===== config.mk =====
export PLATFORM = sky130hd
export DESIGN_NAME = tetris_input_ctrl
export DESIGN_NICKNAME = d
export VERILOG_FILES = /design/src/rtl/tetris_pkg.sv /design/src/rtl/axis_hyst.sv /design/src/rtl/tetris_input_ctrl.sv
export SDC_FILE = /design/constraint.sdc
export NUM_CORES = 1
export LEC_CHECK = 0
export CAP_MARGIN = 10
export CORE_ASPECT_RATIO = 1.1
export CORE_MARGIN = 4
export CORE_UTILIZATION = 50
export CTS_CLUSTER_DIAMETER = 100
export DETAILED_ROUTE_END_ITERATION = 8
export PLACE_DENSITY = 0.76
export SKIP_CTS_REPAIR_TIMING = 1
export SLEW_MARGIN = 20
export SYNTH_ARGS = -nofsm -noshare
export SYNTH_HDL_FRONTEND = slang
export SYNTH_SLANG_ARGS = --single-unit

===== constraint.sdc =====
create_clock -name clk -period 2.62 [get_ports clk]
set_input_delay 0.655 -clock clk [delete_from_list [all_inputs] [get_ports clk]]
set_output_delay 0.655 -clock clk [all_outputs]
set_load 0.05 [all_outputs]

===== src/rtl/tetris_pkg.sv =====
// Shared types and default constants for the Tetris player-input conditioning logic.
package tetris_pkg;

   // Per-axis joystick position as seen by the game logic.
   typedef enum logic [1:0] {
      AX_CENTER = 2'd0,
      AX_NEG    = 2'd1,
      AX_POS    = 2'd2
   } axis_state_t;

   // Default ADC format and thresholds for a 12-bit centred joystick.
   localparam int DEF_ADC_W      = 12;
   localparam int DEF_LOW_TH     = 1024;
   localparam int DEF_HIGH_TH    = 3072;
   localparam int DEF_HYST       = 128;

   // Default timing: 10 ms debounce and 100 ms stale-sample limit at 50 MHz.
   localparam int DEF_DEB_CYCLES = 500_000;
   localparam int DEF_TIMEOUT    = 5_000_000;

   // True when the release points of the two deflection zones do not overlap.
   function automatic bit hyst_window_ok(input int low_th, input int high_th, input int hyst);
      return (low_th + hyst) < (high_th - hyst);
   endfunction

endpackage


===== src/rtl/axis_hyst.sv =====
// One joystick axis: three-state hysteresis FSM with a force-to-centre input.
module axis_hyst
   import tetris_pkg::*;
#(
   parameter int ADC_W   = DEF_ADC_W,
   parameter int LOW_TH  = DEF_LOW_TH,
   parameter int HIGH_TH = DEF_HIGH_TH,
   parameter int HYST    = DEF_HYST
)(
   input  logic             clk,
   input  logic             reset_n,
   input  logic [ADC_W-1:0] sample,
   input  logic             sample_valid,
   input  logic             force_center,
   output logic [1:0]       state
);

   // Refuse to build with overlapping release zones or thresholds that do not fit the sample.
   if (!hyst_window_ok(LOW_TH, HIGH_TH, HYST)) begin : g_bad_hyst
      $error("axis_hyst: LOW_TH + HYST must be below HIGH_TH - HYST");
   end
   if (HIGH_TH >= (1 << ADC_W) || LOW_TH <= 0) begin : g_bad_range
      $error("axis_hyst: thresholds must lie inside the ADC range");
   end

   localparam logic [ADC_W-1:0] LOW_V     = ADC_W'(LOW_TH);
   localparam logic [ADC_W-1:0] HIGH_V    = ADC_W'(HIGH_TH);
   localparam logic [ADC_W-1:0] REL_NEG_V = ADC_W'(LOW_TH + HYST);
   localparam logic [ADC_W-1:0] REL_POS_V = ADC_W'(HIGH_TH - HYST);

   axis_state_t state_q;
   axis_state_t state_d;

   // State register; reset parks the axis at centre.
   always_ff @(posedge clk or negedge reset_n) begin
      if (!reset_n) begin
         state_q <= AX_CENTER;
      end else begin
         state_q <= state_d;
      end
   end

   // Next state: a valid sample always takes priority over the stale-sample centring.
   always_comb begin
      state_d = state_q;
      if (sample_valid) begin
         case (state_q)
            AX_CENTER: begin
               if (sample < LOW_V) begin
                  state_d = AX_NEG;
               end else if (sample > HIGH_V) begin
                  state_d = AX_POS;
               end
            end
            AX_NEG: begin
               if (sample > HIGH_V) begin
                  state_d = AX_POS;
               end else if (sample >= REL_NEG_V) begin
                  state_d = AX_CENTER;
               end
            end
            AX_POS: begin
               if (sample < LOW_V) begin
                  state_d = AX_NEG;
               end else if (sample <= REL_POS_V) begin
                  state_d = AX_CENTER;
               end
            end
            default: state_d = AX_CENTER;
         endcase
      end else if (force_center) begin
         state_d = AX_CENTER;
      end
   end

   assign state = state_q;

endmodule


===== src/rtl/tetris_input_ctrl.sv =====
// Player input conditioning: joystick axes with hysteresis and stale-sample timeout,
// plus a synchronised, debounced rotate button.
module tetris_input_ctrl
   import tetris_pkg::*;
#(
   parameter int ADC_W      = DEF_ADC_W,
   parameter int LOW_TH     = DEF_LOW_TH,
   parameter int HIGH_TH    = DEF_HIGH_TH,
   parameter int HYST       = DEF_HYST,
   parameter int DEB_CYCLES = DEF_DEB_CYCLES,
   parameter int TIMEOUT    = DEF_TIMEOUT
)(
   input  logic             clk,
   input  logic             reset_n,
   input  logic [ADC_W-1:0] adc_x,
   input  logic [ADC_W-1:0] adc_y,
   input  logic             adc_valid,
   input  logic             btn_n,
   output logic             move_left,
   output logic             move_right,
   output logic             move_down,
   output logic             rotate
);

   // Counters need at least two states to be meaningful.
   if (DEB_CYCLES < 2 || TIMEOUT < 2) begin : g_bad_timing
      $error("tetris_input_ctrl: DEB_CYCLES and TIMEOUT must be at least 2");
   end

   localparam int DEB_W = $clog2(DEB_CYCLES);
   localparam int TO_W  = $clog2(TIMEOUT + 1);

   localparam logic [DEB_W-1:0] DEB_LAST = DEB_W'(DEB_CYCLES - 1);
   localparam logic [TO_W-1:0]  TO_MAX   = TO_W'(TIMEOUT);
   localparam logic [TO_W-1:0]  TO_FIRE  = TO_W'(TIMEOUT - 1);

   logic [TO_W-1:0]  to_cnt_q;
   logic [TO_W-1:0]  to_cnt_d;
   logic             timeout_fire;

   logic             btn_meta_q;
   logic             btn_meta_d;
   logic             btn_sync_q;
   logic             btn_sync_d;
   logic             btn_s;
   logic [DEB_W-1:0] deb_cnt_q;
   logic [DEB_W-1:0] deb_cnt_d;
   logic             rotate_q;
   logic             rotate_d;

   logic [1:0]       x_state;
   logic [1:0]       y_state;

   // Stale-sample counter: fires on the cycle it would reach TIMEOUT, unless a sample arrives.
   always_comb begin
      to_cnt_d     = to_cnt_q;
      timeout_fire = 1'b0;
      if (adc_valid) begin
         to_cnt_d = '0;
      end else begin
         if (to_cnt_q != TO_MAX) begin
            to_cnt_d = to_cnt_q + TO_W'(1);
         end
         if (to_cnt_q >= TO_FIRE) begin
            timeout_fire = 1'b1;
         end
      end
   end

   // Button path: two-flop synchroniser, then a counter that must see the new level
   // for DEB_CYCLES consecutive cycles before rotate follows it.
   always_comb begin
      btn_meta_d = btn_n;
      btn_sync_d = btn_meta_q;
      deb_cnt_d  = deb_cnt_q;
      rotate_d   = rotate_q;
      if (btn_s == rotate_q) begin
         deb_cnt_d = '0;
      end else if (deb_cnt_q == DEB_LAST) begin
         rotate_d  = btn_s;
         deb_cnt_d = '0;
      end else begin
         deb_cnt_d = deb_cnt_q + DEB_W'(1);
      end
   end

   assign btn_s = ~btn_sync_q;

   // All control registers; synchroniser resets to the released (high) level.
   always_ff @(posedge clk or negedge reset_n) begin
      if (!reset_n) begin
         to_cnt_q   <= '0;
         btn_meta_q <= 1'b1;
         btn_sync_q <= 1'b1;
         deb_cnt_q  <= '0;
         rotate_q   <= 1'b0;
      end else begin
         to_cnt_q   <= to_cnt_d;
         btn_meta_q <= btn_meta_d;
         btn_sync_q <= btn_sync_d;
         deb_cnt_q  <= deb_cnt_d;
         rotate_q   <= rotate_d;
      end
   end

   axis_hyst #(
      .ADC_W   (ADC_W),
      .LOW_TH  (LOW_TH),
      .HIGH_TH (HIGH_TH),
      .HYST    (HYST)
   ) u_axis_x (
      .clk          (clk),
      .reset_n      (reset_n),
      .sample       (adc_x),
      .sample_valid (adc_valid),
      .force_center (timeout_fire),
      .state        (x_state)
   );

   axis_hyst #(
      .ADC_W   (ADC_W),
      .LOW_TH  (LOW_TH),
      .HIGH_TH (HIGH_TH),
      .HYST    (HYST)
   ) u_axis_y (
      .clk          (clk),
      .reset_n      (reset_n),
      .sample       (adc_y),
      .sample_valid (adc_valid),
      .force_center (timeout_fire),
      .state        (y_state)
   );

   // Y positive deflection is tracked by its FSM but has no game action.
   assign move_left  = (x_state == AX_NEG);
   assign move_right = (x_state == AX_POS);
   assign move_down  = (y_state == AX_NEG);
   assign rotate     = rotate_q;

endmodule


## Yosys cells after proc, flatten, opt, wreduce, memory -nomap -nowiden

Cells that the tools add are included.

- $add $sub $neg: 2
- Multipliers: 0
- Div/mod/pow operators: 0
- Order comparisons: 9
- Equal/unequal tests: 13
- Shift operators: 0
- Multiplexer cells: 23
- Bitwise gates (word level): 2
- Reduce and logical (&&, ||, !) cells: 7

Operators with widths:

| kind | count |
|---|---|
| 2-to-1 mux 23 bit | 2 |
| 2-to-1 mux 19 bit | 2 |
| 2-to-1 mux 2 bit | 15 |
| greater-or-equal comparator 12 x 11 -> 1 bit (second input constant) | 2 |
| greater-than comparator 12 bit (second input constant) | 2 |
| less-or-equal comparator 12 bit (second input constant) | 2 |
| < comparator 12 x 11 -> 1 bit (second input constant) | 2 |
| inequality test 4 x 2 -> 1 bit (second input constant) | 6 |
| adder 23 x 1 -> 23 bit (second input constant) | 1 |
| greater-or-equal comparator 23 bit (second input constant) | 1 |
| inequality test 23 bit (second input constant) | 1 |
| adder 19 x 1 -> 19 bit (second input constant) | 1 |
| == test 19 bit (second input constant) | 1 |
| one-hot mux 2 bit (3 select lines) | 2 |
| AND reduction 4 bit | 2 |
| == test 2 x 1 -> 1 bit (second input constant) | 2 |
| == test 2 bit (second input constant) | 2 |
| zero test 2 bit | 2 |
| nonzero test 2 bit | 2 |
| 2-to-1 mux 1 bit | 2 |
| NOT 1 bit | 2 |
| AND reduction 2 bit | 1 |
| == test 1 bit | 1 |

- Register bits after elaboration: 49
- Latch bits: 0
- Bits in writable memories: 0
- ROM bits: 0
- Input port bits: 28
- Memories kept: 0

## Depth between registers and ports, before layout

Gate-level depths: netlist of run 1.

- Word-level depth: 5
- Mapped depth: 7
- Mapped depth without buffers: 7

## Cells and area by module

A second synthesis of run 1 with hierarchy kept.

- Cell total of the unflattened synthesis: 293
- Area, all modules: 2,680.1 um2

Modules (own cells, without submodules):

| module | times used | cells each | area an instance (um2) | seq. area each (um2) |
|---|---|---|---|---|
| tetris_input_ctrl | 1 | 255 | 2,359.8 | 1,128.6 |
| axis_hyst | 2 | 19 | 160.2 | 50.0 |

## Worst setup path before layout of run 1

No wires, ideal clock.

- Path kind: reg2reg
- From: register to_cnt_q[20]
- To: register u_axis_y.state_q[1], in the netlist u_axis_y.state[1]
- Data arrival time: 2.349 ns
- Required time: 2.492 ns
- Setup slack: 0.143 ns
- Cell stages (with the launch flop): 7
- Clock period less this slack: 2.477 ns
- Cells stage by stage: dfrtp_1 > or4_1 > or4_1 > o311a_1 > and3_4 > a311oi_2 > mux2_1

- Longest elaborated chain between the ends: 5

RTL lines:

| element | RTL line | source |
|---|---|---|
| start, declared | tetris_input_ctrl.sv:37 | `logic [TO_W-1:0] to_cnt_q;` |
| start signal, assigned | tetris_input_ctrl.sv:98 | `to_cnt_q <= to_cnt_d;` |
| greater-or-equal comparator 23 bit | tetris_input_ctrl.sv:64 | `if (to_cnt_q >= TO_FIRE) begin` |
| 2-to-1 mux 1 bit | tetris_input_ctrl.sv:64 |  |
| 2-to-1 mux 1 bit | tetris_input_ctrl.sv:58 | `if (adc_valid) begin` |
| nonzero test 2 bit (no line) | - |  |
| AND reduction 4 bit (no line) | - |  |
| end signal, assigned | axis_hyst.sv:39 | `state_q <= state_d;` |
| end, declared | axis_hyst.sv:31 | `axis_state_t state_q;` |

Every way passes these cells.
A chain may end at the register's enable or synchronous reset.

## Worst setup path after layout of run 1

- From: register to_cnt_q[15]
- To: register u_axis_y.state_q[1], in the netlist u_axis_y.state[1]

Same word-level chain as after synthesis.

==> metrics.cfg, run 1 <==
[route]
routed_via_density=5.53
drtIter0Drc=112
vias=2201
wl_per_cell_um=13.8
drcViolationCount=0
routed_wl_um=5470
drt_first_pass_iters=4
detail-route-antenna-nets=0

[place]
place_area_um2=3130
hpwl_um=4010
gp_congestion=0.902
dp.cells=390
dp_slack_ns=-0.270
io_buffers=31

[floorplanning]
ioPinCount=32
die-area_um2=6560
fp-row-count=27
start_util_pct=52.6
die_h_um=84.6
core_um2=5070
dieWidth_um=77.6

[cells_and_area]
stdcell_count=398
drive_gt1_share_pct=9.41
fin_area_um2=3250
areaGrowthSynthToFinish_pct=22.1
nets=370
antennaDiodeCount=0

[synth]
synthesis.nets=324
netlist_instances=293
synth_seq_cells=49
ys_types=42
synth-main-ff-cell=dfrtp_1
ys_seq_area_share_pct=46.1
synth_edf_count=0
yosysWarnings=0
synth.avg_cell_area_um2=9.09
mappedNetlistArea_um2=2660
async_reset_ff_share_pct=100

[clocking]
root_buffer=clkbuf_8
cts.path.max_buffers=2
htree_levels=2
cts_tree=done
clk_latency_ns=0.30
clkTransAtPathRegs_ns=0.09
cts_buffers=5
cts.sinks=49

[grt]
grt_max_degree=38
gr-usage-all-layers_pct=18.2
antenna_found_initial=0
overflow=0
grt_pass1_vias=2158
grt_pass1_wl_um=9900

[min_path]
hold_path_depth=0
hp-class=register to register

[timing]
setup_violations=0
fmax_mhz=395
setup_slack_ns=0.0897
worst_pin_slew_ns=0.842
skew_ns=0.00747
slew_violations=0
fin_crit_sh_pct=96.6
period_needed_ns=2.53
hold_viol_final=0
slew_headroom_pct=43.9

[flow_run]
cap_violations=0

[setup_path]
worstPathRequired_ns=2.80
worstPathArrival_ns=2.71
critPathKind=register to register
startpoint_type=register
endpoint_kind=register
reg2reg_depth=6
path_max_fanout=2

[power_and_ir_drop]
p_leak_nw=1.31
power_density_nw_per_um2=504
ir_drop_mv=0.321

[status]
status=complete, no violations

## area by class of cell
type | count | area [µm²]
Clock buffer | 6 | 72.6
Clock inverter | 2 | 38.8
Fill cell | 459 | 1810
Inverter | 11 | 41.3
Multi-Input combinational cell | 225 | 1370
Sequential cell | 49 | 1230
Tap cell | 58 | 72.6
Timing Repair Buffer | 47 | 425
## critical path, cell delays in order (launching register included)
cell and delay [ns]:
dfrtp_1 0.40, or4_1 0.50, or4_4 0.44, o311a_1 0.32
and3_4 0.19, a311oi_2 0.22, mux2_1 0.35
## cells by family (layout without fill, tap and decap cells)
family                   after synthesis  count (layout)  share of synthesized area, %
AND/OR/NAND/NOR                      151             151                          28.5
multiplexers                           4               4                          1.60
buffers and inverters                 19              66                          2.68
flip-flops                            49              49                          46.1
adder cells (fa/ha/maj)                3               3                          1.41
XOR/XNOR                              38              38                          12.5
AO/OA/AOI/OAI                         29              29                          7.23
## layer usage
| metal | GRT usage (%) | vias to the layer above | wire, µm |
|---|---|---|---|
| met5 | 0 | - | 0 |
| met3 | 4.29 | 7 | 298 |
| met2 | 29.5 | 46 | 2530 |
| li1 | - | 1107 | - |
| met1 | 24.4 | 1041 | 2570 |
| met4 | 4.69 | 0 | 72 |
## cells in the mapped netlist (all sizes together), types with 2 or more instances
master	number	area share (%)
nand3	19	3.6
xnor2	15	4.9
o21ai	10	1.9
or4	4	1.1
nor2b	4	0.94
mux2i	2	0.75
xor2	23	7.6
nand2	20	2.8
clkbuf	7	0.99
nand4	9	2.1
or3	3	0.70
nor4bb	2	0.75
nor3	10	1.9
ha	3	1.4
o211ai	2	0.56
and4	4	1.3
dfrtp	47	44
and2	2	0.47
inv	11	1.6
nor2	59	8.3
nor4	5	1.2
and3	3	0.89
mux2	2	0.85
a21oi	7	1.3
a31oi	2	0.47
dfstp	2	2.0
nand4bb	3	1.3
## report_power, final
part	leakage, nW	internal [W]	switching (W)
sequential	0.668	0.000785	0.0000450
clock	0.0554	0.000287	0.000257
combinational	0.590	0.000120	0.000144
## cells in the final DEF (no fill, tap or decap), types with 9 or more instances in the layout
master / count
buf_4: 16
nor3_1: 10
o21ai_0: 10
nand4_1: 9
inv_1: 11
dfrtp_1: 47
xor2_1: 23
xnor2_1: 15
nor2_1: 59
nand2_1: 20
nand3_1: 19
clkdlybuf4s50_1: 30
## state kept, by name, indices dropped and copies added, names as in the netlist
register        count
u_axis_x.state      2
rotate              1
btn_meta_q          1
btn_sync_q          1
to_cnt_q           23
u_axis_y.state      2
deb_cnt_q          19
## path summary, 6_finish.rpt
| path | from | end | slack [ns] |
|---|---|---|---|
| setup / recovery | to_cnt_q[15] | u_axis_y.state[1] | 0.09 |
| hold / removal | btn_meta_q | btn_sync_q | 0.36 |
| setup reg to reg | to_cnt_q[15] | u_axis_y.state[1] | 0.09 |
| hold reg to reg | btn_meta_q | btn_sync_q | 0.36 |
| max in group asynchronous | reset_n | to_cnt_q[12] | 1.48 |
| min in group asynchronous | reset_n | u_axis_x.state[1] | 0.45 |
## through the flow
step	TNS [ns]	total power [W]	hold WS, ns	utilization [%]
2_1_floorplan	0	0.000996	0.345	-
3_3_place_gp	-0.206	0.00110	0.347	61.8
3_5_place_dp	-0.328	0.00111	0.347	61.8
4_1_cts	0	0.00165	0.361	64.0
5_1_grt	-0.0144	0.00172	0.363	64.2
6_report	0	0.00164	0.361	64.2
Note: power is estimated with default switching activity, not from simulation.
==> run 2: changes to the inputs <==
--- a/config.mk
+++ b/config.mk
@@ -7,13 +7,12 @@
 export LEC_CHECK = 0
 export CAP_MARGIN = 10
 export CORE_ASPECT_RATIO = 1.1
-export CORE_MARGIN = 4
+export CORE_MARGIN = 2
 export CORE_UTILIZATION = 50
 export CTS_CLUSTER_DIAMETER = 100
 export DETAILED_ROUTE_END_ITERATION = 8
 export PLACE_DENSITY = 0.76
 export SKIP_CTS_REPAIR_TIMING = 1
-export SLEW_MARGIN = 20
 export SYNTH_ARGS = -nofsm -noshare
 export SYNTH_HDL_FRONTEND = slang
 export SYNTH_SLANG_ARGS = --single-unit
==> metrics.cfg, run 2 (synthesized netlist as in run 1, its figures left out) <==
[cells_and_area]
nFillCells=421  ; -8.3%
biggestRegsByFlops=to_cnt_q (23), deb_cnt_q (19)
top_register=to_cnt_q
nets=370  ; unchanged
areaGrowthSynthToFinish_pct=23.4
final_common_cell=nor2_1
largest_register_ffs=23  ; unchanged
mostFrequentLayoutCells=59 x nor2_1, 47 x dfrtp_1, 30 x clkdlybuf4s50_1
fin_area_um2=3290  ; +1.0%
antennaDiodeCount=0  ; unchanged
drive_gt1_share_pct=10.0  ; +0.59 points

[power_and_ir_drop]
ir_drop_mv=0.319  ; -0.71%
p_leak_nw=1.32  ; +0.77%
power.total_w=0.00164  ; +0.21%
power_density_nw_per_um2=499  ; -0.82%

[grt]
gr-usage-all-layers_pct=20.9  ; +2.7 points
antenna_found_initial=0  ; unchanged
grt_pass1_wl_um=9720  ; -1.8%
overflow=0  ; unchanged
grt_pass1_vias=2226  ; +3.2%
grt_max_degree=50  ; +32%

[setup_path]
reg2reg_from=to_cnt_q[20]
startpoint_type=register
startpoint=to_cnt_q[20]
critPathKind=register to register
worstPathRequired_ns=2.81  ; about the same
path_max_fanout=2  ; unchanged
endpoint_kind=register
slowest_stage=or4_1
worstPathArrival_ns=2.74  ; +0.03 ns
cp_cell_sequence=or4_1 > or4_4 > o311a_1 > and3_4 > a311oi_4 > mux2_4
slowest_delay_ns=0.53  ; +0.03 ns

[place]
dp_slack_ns=-0.333  ; -0.0631 ns
io_buffers=31  ; unchanged
hpwl_um=3930  ; -1.9%
gp_congestion=0.792  ; -12%
place_area_um2=3140  ; +0.40%

[timing]
setup_slack_ns=0.0661  ; -0.0236 ns
fin_crit_sh_pct=97.5  ; +0.90 points
slew_headroom_pct=58.4  ; +15 points
hold_viol_final=0  ; unchanged
slew_violations=0  ; unchanged
worst_pin_slew_ns=0.619  ; -0.222 ns
setup_violations=0  ; unchanged
period_needed_ns=2.55  ; +0.0236 ns
fin_tns_setup_ns=0  ; unchanged
fmax_mhz=392  ; -0.92%
rsz0062_at_grt=no
fin_hold_ws_ns=0.314  ; -0.0469 ns
skew_ns=0.00410  ; -0.00337 ns

[route]
drcViolationCount=0  ; unchanged
drt_first_pass_iters=4  ; unchanged
routed_wl_um=5440  ; -0.58%
vias=2205  ; +0.18%
wl_per_cell_um=13.7  ; -0.58%
routed_via_density=5.54  ; +0.18%
detail-route-antenna-nets=0  ; unchanged
drtIter0Drc=129  ; +15%

[floorplanning]
ioPinCount=32  ; unchanged
die_h_um=80.6  ; -4.7%
dieWidth_um=73.6  ; -5.2%
die-area_um2=5930  ; -9.6%
start_util_pct=52.6  ; unchanged
fp-row-count=27  ; unchanged
core_um2=5070  ; unchanged

[clocking]
cts.path.max_buffers=2  ; unchanged
root_buffer=clkbuf_8
cts_buffers=5  ; unchanged
clkTransAtPathRegs_ns=0.09  ; about the same
cts_tree=done
htree_levels=2  ; unchanged
cts.sinks=49  ; unchanged
clk_latency_ns=0.30  ; about the same

[status]
status=complete, no violations

[min_path]
hp-class=primary input to async pin

[flow_run]
cap_violations=0  ; unchanged

==> run 2: path summary, 6_finish.rpt <==
path,cells past startpoint,to,slack [ns]
min in group clk,0,btn_sync_q,0.36
setup reg to reg,6,u_axis_y.state[1],0.07
max in group asynchronous,2,btn_sync_q,2.01
hold reg to reg,0,btn_sync_q,0.36
setup / recovery,6,u_axis_y.state[1],0.07
hold / removal,2,u_axis_y.state[1],0.31
==> run 2: power breakdown <==
group	internal [W]	total, W	switching, W	leakage [nW]
combinational	0.000127	0.000276	0.000149	0.600
clock	0.000287	0.000535	0.000248	0.0554
sequential	0.000785	0.000831	0.0000459	0.668
==> run 2: metrics by stage <==
stage,instances,util [%]
CTS,398,64.2
floorplan,293,-
finish,398,64.9
detailed placement,390,62.0
global placement,390,62.0
global route,398,64.9
==> run 2: final cells by class <==
class	count	area [µm²]	area share [%]
multi-input cells	225	1400	42.4
flip-flops and latches	49	1230	37.4
repair buffers	47	438	13.3
clock buffers	6	72.6	2.21
well taps	58	72.6	2.21
inverters	11	41.3	1.26
clock inverters	2	38.8	1.18
==> run 2: worst max-delay path, delay by kind of cell (launching register included) <==
kind | cells | cell delay [ns]
mux | 1 | 0.32
compound gates | 2 | 0.58
simple gates | 3 | 1.18
flops | 1 | 0.38
==> run 2: routing by layer <==
metal  vias to the layer above  routed length [µm]  GRT usage, %
met1                      1046                2670          28.8
met3                         6                 221          4.02
li1                       1111                   -             -
met2                        42                2500          32.9
met4                         0                  49          6.91
met5                         -                   0             0
==> run 3: changes to the inputs <==
--- a/config.mk
+++ b/config.mk
@@ -5,6 +5,7 @@
 export SDC_FILE = /design/constraint.sdc
 export NUM_CORES = 1
 export LEC_CHECK = 0
+export ABC_CLOCK_PERIOD_IN_PS = 2620
 export CAP_MARGIN = 10
 export CORE_ASPECT_RATIO = 1.1
 export CORE_MARGIN = 2
==> results of run 3 <==
Same layout as run 2: the final DEF is identical, and so are final timing and power.
==> edit 1 (config.mk and constraints of run 1) <==
Put a register stage on the outputs `move_left`, `move_right` and `move_down`, without a reset. The values now appear one clock later. The other outputs are not delayed to match.
--- a/src/rtl/tetris_input_ctrl.sv
+++ b/src/rtl/tetris_input_ctrl.sv
@@ -132,9 +132,11 @@
    );
 
    // Y positive deflection is tracked by its FSM but has no game action.
-   assign move_left  = (x_state == AX_NEG);
-   assign move_right = (x_state == AX_POS);
-   assign move_down  = (y_state == AX_NEG);
+   always_ff @(posedge clk) begin
+      move_left  <= (x_state == AX_NEG);
+      move_right <= (x_state == AX_POS);
+      move_down  <= (y_state == AX_NEG);
+   end
    assign rotate     = rotate_q;
 
 endmodule
Check against the original RTL: not equivalent (Yosys sat finds a counterexample within 4 cycles, from zero or initial values and one cycle with reset_n low).
==> edit 1 against run 1 <==
- total power fell by 2.6%
- count of clock-buffer cells in the layout did not move
- first-iteration DRC count fell by 34%
- clock power fell by 18%
- wire length fell by 3.7%
- via count rose by 2.0%
- setup slack got worse by 53 ps
- design area rose by 0.96%
- sequential cell count rose by 3
- area after synthesis rose by 2.3%
==> edit 1: results <==
[yosys]
synth_warnings = 0
ys_dominant_reg_cell = sky130_fd_sc_hd__dfrtp_1
synth-async-reset-ratio_pct = 94.2
net_count_of_the_mapped_netlist = 327
synth.distinct_cells = 43
yosysSeqAreaShare_pct = 47.3
synth_area_leaders = sky130_fd_sc_hd__dfrtp_1, sky130_fd_sc_hd__nor2_1, sky130_fd_sc_hd__xor2_1, sky130_fd_sc_hd__xnor2_1, sky130_fd_sc_hd__nand3_1
synth_commonest_cells = sky130_fd_sc_hd__nor2_1, sky130_fd_sc_hd__dfrtp_1, sky130_fd_sc_hd__xor2_1

[global_route]
antenna_found_initial = 0
pin_count_of_the_biggest_net_entering_global_routing = 26
first_global_vias = 2131
globalRouteTotalUtil_pct = 16.9
grt_pass1_wl_mm = 9.19

[sta]
slew_headroom_pct = 62.5
hold-worst-slack_ps = 216
fin_skew_ps = 11.8

[worst_setup_path]
timing.critical_path.slowest_stage_cell = sky130_fd_sc_hd__or4_1
r2r_cells = 6
r2r_slack_ps = 40
rr_startpoint = to_cnt_q[20]$_DFFE_PN0P_
worst_reg2reg_path_endpoint = u_axis_y.state[1]$_DFFE_PN0P_
critPathArrivalTime_ps = 2770
crit_path_max_fanout = 2
timing.critical_path.slowest_cell_delay_ps = 520

[layout]
final_layout_size_suffix_gt1_share_pct = 8.50
num_antenna_cells = 0
reg_top3 = to_cnt_q: 23 flops, deb_cnt_q: 19 flops
finish.net_count = 371
nFillCells = 469

[status]
status = finished clean

[drt]
wl_met3_um = 228
m1WireLength_mm = 2.47
top_layer_used = met4
routed-via-count = 2244
drtPass1Iterations = 4
first_iter_violations = 74
dr_wl_met2_mm = 2.49
postRouteWirelength_mm = 5.27
detail_route.drc_violations = 0

[cts]
clkTransAtPathRegs_ps = 90
cts_max_level = 2
clock_tree.buffer_depth = 2
clock_insertion_delay_worst_skew_ps = 310
cts-buffers-inserted = 5

[place]
hpwl_mm = 3.90
place.port_buffers = 31
place_ws_ps = -259
finalWeightedCongestion = 0.783

[hold_path]
holdCritPathClass = input pin to async pin

[power]
vdd_drop_max_uv = 328
total_leakage_power_nw = 1.32
-- edit 1: critical path: cells and delay by family, from the launching register on --
kind,cells,cell delay (ps)
AO/OA/AOI/OAI,2,580
flip-flops,1,380
multiplexers,1,350
AND/OR/NAND/NOR,3,1150
-- edit 1: cell type report --
cell class              count  area [um^2]  share of cell area, %
repair buffers             45          410                   12.5
multi-input cells         225         1370                   41.6
well taps                  72         90.1                   2.74
clock buffers               6         72.6                   2.21
clock inverters             2         13.8                  0.419
inverters                  11         41.3                   1.26
flip-flops and latches     52         1290                   39.2
-- edit 1: worst max-delay path by stage --
stage | start | end | slack (ps)
after floorplan | to_cnt_q[20]$_DFFE_PN0P_ | u_axis_y.state[1]$_DFFE_PN0P_ | 140
after global placement | adc_y[3] | u_axis_y.state[1]$_DFFE_PN0P_ | -230
after detailed placement | adc_y[3] | u_axis_y.state[1]$_DFFE_PN0P_ | -260
after CTS | to_cnt_q[20]$_DFFE_PN0P_ | u_axis_y.state[1]$_DFFE_PN0P_ | 40
after global routing | to_cnt_q[20]$_DFFE_PN0P_ | u_axis_y.state[1]$_DFFE_PN0P_ | -10
final | to_cnt_q[20]$_DFFE_PN0P_ | u_axis_y.state[1]$_DFFE_PN0P_ | 40
-- edit 1: per-stage QoR --
stage	instances	area [um^2]	TNS [ps]
6_report	413	3280	0
4_1_cts	413	3280	0
3_3_place_gp	405	3190	-239
2_1_floorplan	296	2720	0
5_1_grt	413	3280	-14.8
3_5_place_dp	405	3190	-304
-- edit 1: logic make-up after synthesis --
logic type                 synth area share [%]
AOI/OAI and AO/OA                          7.07
adders and majority gates                  1.38
and+or+nand+nor                            27.8
xor gates and xnor gates                   12.2
muxes                                      1.56
buffers and inverters                      2.62
DFF                                        47.3
-- edit 1: report_power, final --
part	internal, mW	total, mW	leakage (nW)	switching, mW
Sequential	0.845	0.894	0.693	0.0489
Combinational	0.117	0.254	0.579	0.137
Clock	0.191	0.448	0.0456	0.257
-- edit 1: routing by layer --
| metal | vias to the layer above | track usage [%] |
|---|---|---|
| met4 | 0 | 5.25 |
| met3 | 7 | 4.25 |
| met5 | - | 0 |
| met1 | 1083 | 21.4 |
| met2 | 43 | 28.5 |
| li1 | 1111 | - |
==> edit 2 (flow settings as in run 1) <==
Made on the original files. Set the package constant `DEF_DEB_CYCLES` to 2_000_000 (it was 500_000).
--- a/src/rtl/tetris_pkg.sv
+++ b/src/rtl/tetris_pkg.sv
@@ -15,7 +15,7 @@
    localparam int DEF_HYST       = 128;
 
    // Default timing: 10 ms debounce and 100 ms stale-sample limit at 50 MHz.
-   localparam int DEF_DEB_CYCLES = 500_000;
+   localparam int DEF_DEB_CYCLES = 2_000_000;
    localparam int DEF_TIMEOUT    = 5_000_000;
 
    // True when the release points of the two deflection zones do not overlap.
Function: no difference found for any inputs over 10 cycles, from zero or initial values and one cycle with reset_n low; that may be too few to reach the edited logic, so the function may still have changed.
==> edit 2 against run 1 <==
- sequential cell count up 2
- area after synthesis up 6.2%
- design area up 2.8%
- total power up 9.5%
- cell count up 1.8%
- wire length down 6.4%
- setup slack better by 67 ps
- die area up 5.6%
- critical endpoint is now move_right
- highest routed layer unchanged
==> edit 2: results <==
[sta]
worst_max_slew_pin_slew_ps = 506
hold-worst-slack_ps = 235
fin_skew_ps = 13.4

[worst_setup_path]
timing.critical_path.to = move_right
timing.critical_path.slowest_cell_delay_ps = 850
crit_path_max_fanout = 7
worst_reg2reg_path_endpoint = deb_cnt_q[14]$_DFF_PN0_
r2r_slack_ps = 760
timing.critical_path.slowest_stage_cell = sky130_fd_sc_hd__clkdlybuf4s50_1
critPathArrivalTime_ps = 1810
rr_startpoint = deb_cnt_q[0]$_DFF_PN0_

[power]
total_leakage_power_nw = 1.35
vdd_drop_max_uv = 452

[yosys]
net_count_of_the_mapped_netlist = 325
number_of_standard_cells_after_synthesis = 294
synth_commonest_cells = sky130_fd_sc_hd__nor2_1, sky130_fd_sc_hd__dfrtp_1, sky130_fd_sc_hd__xor2_1
synth_area_leaders = sky130_fd_sc_hd__dfrtp_1, sky130_fd_sc_hd__xor2_1, sky130_fd_sc_hd__nor2_1, sky130_fd_sc_hd__xnor2_1, sky130_fd_sc_hd__nand3_1
yosysSeqAreaShare_pct = 45.2

[global_route]
globalRouteTotalUtil_pct = 16.6
first_global_vias = 2149
grt_pass1_wl_mm = 9.22
pin_count_of_the_biggest_net_entering_global_routing = 24

[cts]
clock_insertion_delay_worst_skew_ps = 320

[status]
status = finished clean

[layout]
reg_top3 = to_cnt_q: 23 flops, deb_cnt_q: 21 flops
nFillCells = 484
finish.net_count = 360

[place]
finalWeightedCongestion = 0.838
dp.cells = 397
hpwl_mm = 3.87
place_ws_ps = 286
place_area_um2 = 3230

[drt]
vias_per_cell = 5.53
route.detailed.wl_per_inst_um = 12.6
first_iter_violations = 88

[hold_path]
holdCritPathClass = input pin to async pin
## edit 2: cell types whose count changed after synthesis, moves of 3 or more
cell and delta:
sky130_fd_sc_hd__and4_1 +3, sky130_fd_sc_hd__clkbuf_1 -4, sky130_fd_sc_hd__o21ai_0 -5, sky130_fd_sc_hd__inv_1 -4, sky130_fd_sc_hd__nand4_1 +6, sky130_fd_sc_hd__or4_1 -4
sky130_fd_sc_hd__xor2_1 +3, sky130_fd_sc_hd__nor2_1 -6
## edit 2: report_power, final
part / switching [mW] / internal [mW] / leakage [nW]
registers: 0.0582 / 0.828 / 0.694
clock network: 0.267 / 0.290 / 0.0587
logic: 0.200 / 0.151 / 0.599
## edit 2: cell type report
cell class / count / area share [%]
clock buffer: 5 / 2.06
clock inverter: 3 / 1.42
inverter: 7 / 0.786
multi-input combinational: 228 / 44.4
sequential: 51 / 38.2
tap: 75 / 2.81
timing repair buffer: 36 / 10.3
## edit 2: logic make-up (layout without fill, tap and decap cells)
| group | count (synthesis) | in the layout | synth area share, % |
|---|---|---|---|
| mux | 2 | 2 | 0.707 |
| fa+ha+maj | 3 | 3 | 1.33 |
| flops | 51 | 51 | 45.2 |
| xor+xnor | 40 | 40 | 12.4 |
| buf+inv | 15 | 51 | 2.34 |
| simple gates | 156 | 156 | 31.3 |
| compound gates | 27 | 27 | 6.76 |
## edit 2: worst max-delay path: cells and delay by family (launching register included)
kind | cells | cell delay, ps
buffers and inverters | 1 | 850
DFF | 1 | 450
and+or+nand+nor | 1 | 210
## edit 2: per-layer routing
layer	vias to the layer above	part of all wire (%)	wire (um)	track usage, %
met3	10	3.7	191	4.45
met5	-	0	0	0
met4	0	1.7	85	5.38
met1	1071	44	2270	20.4
li1	1121	-	-	-
met2	37	50	2580	28.5
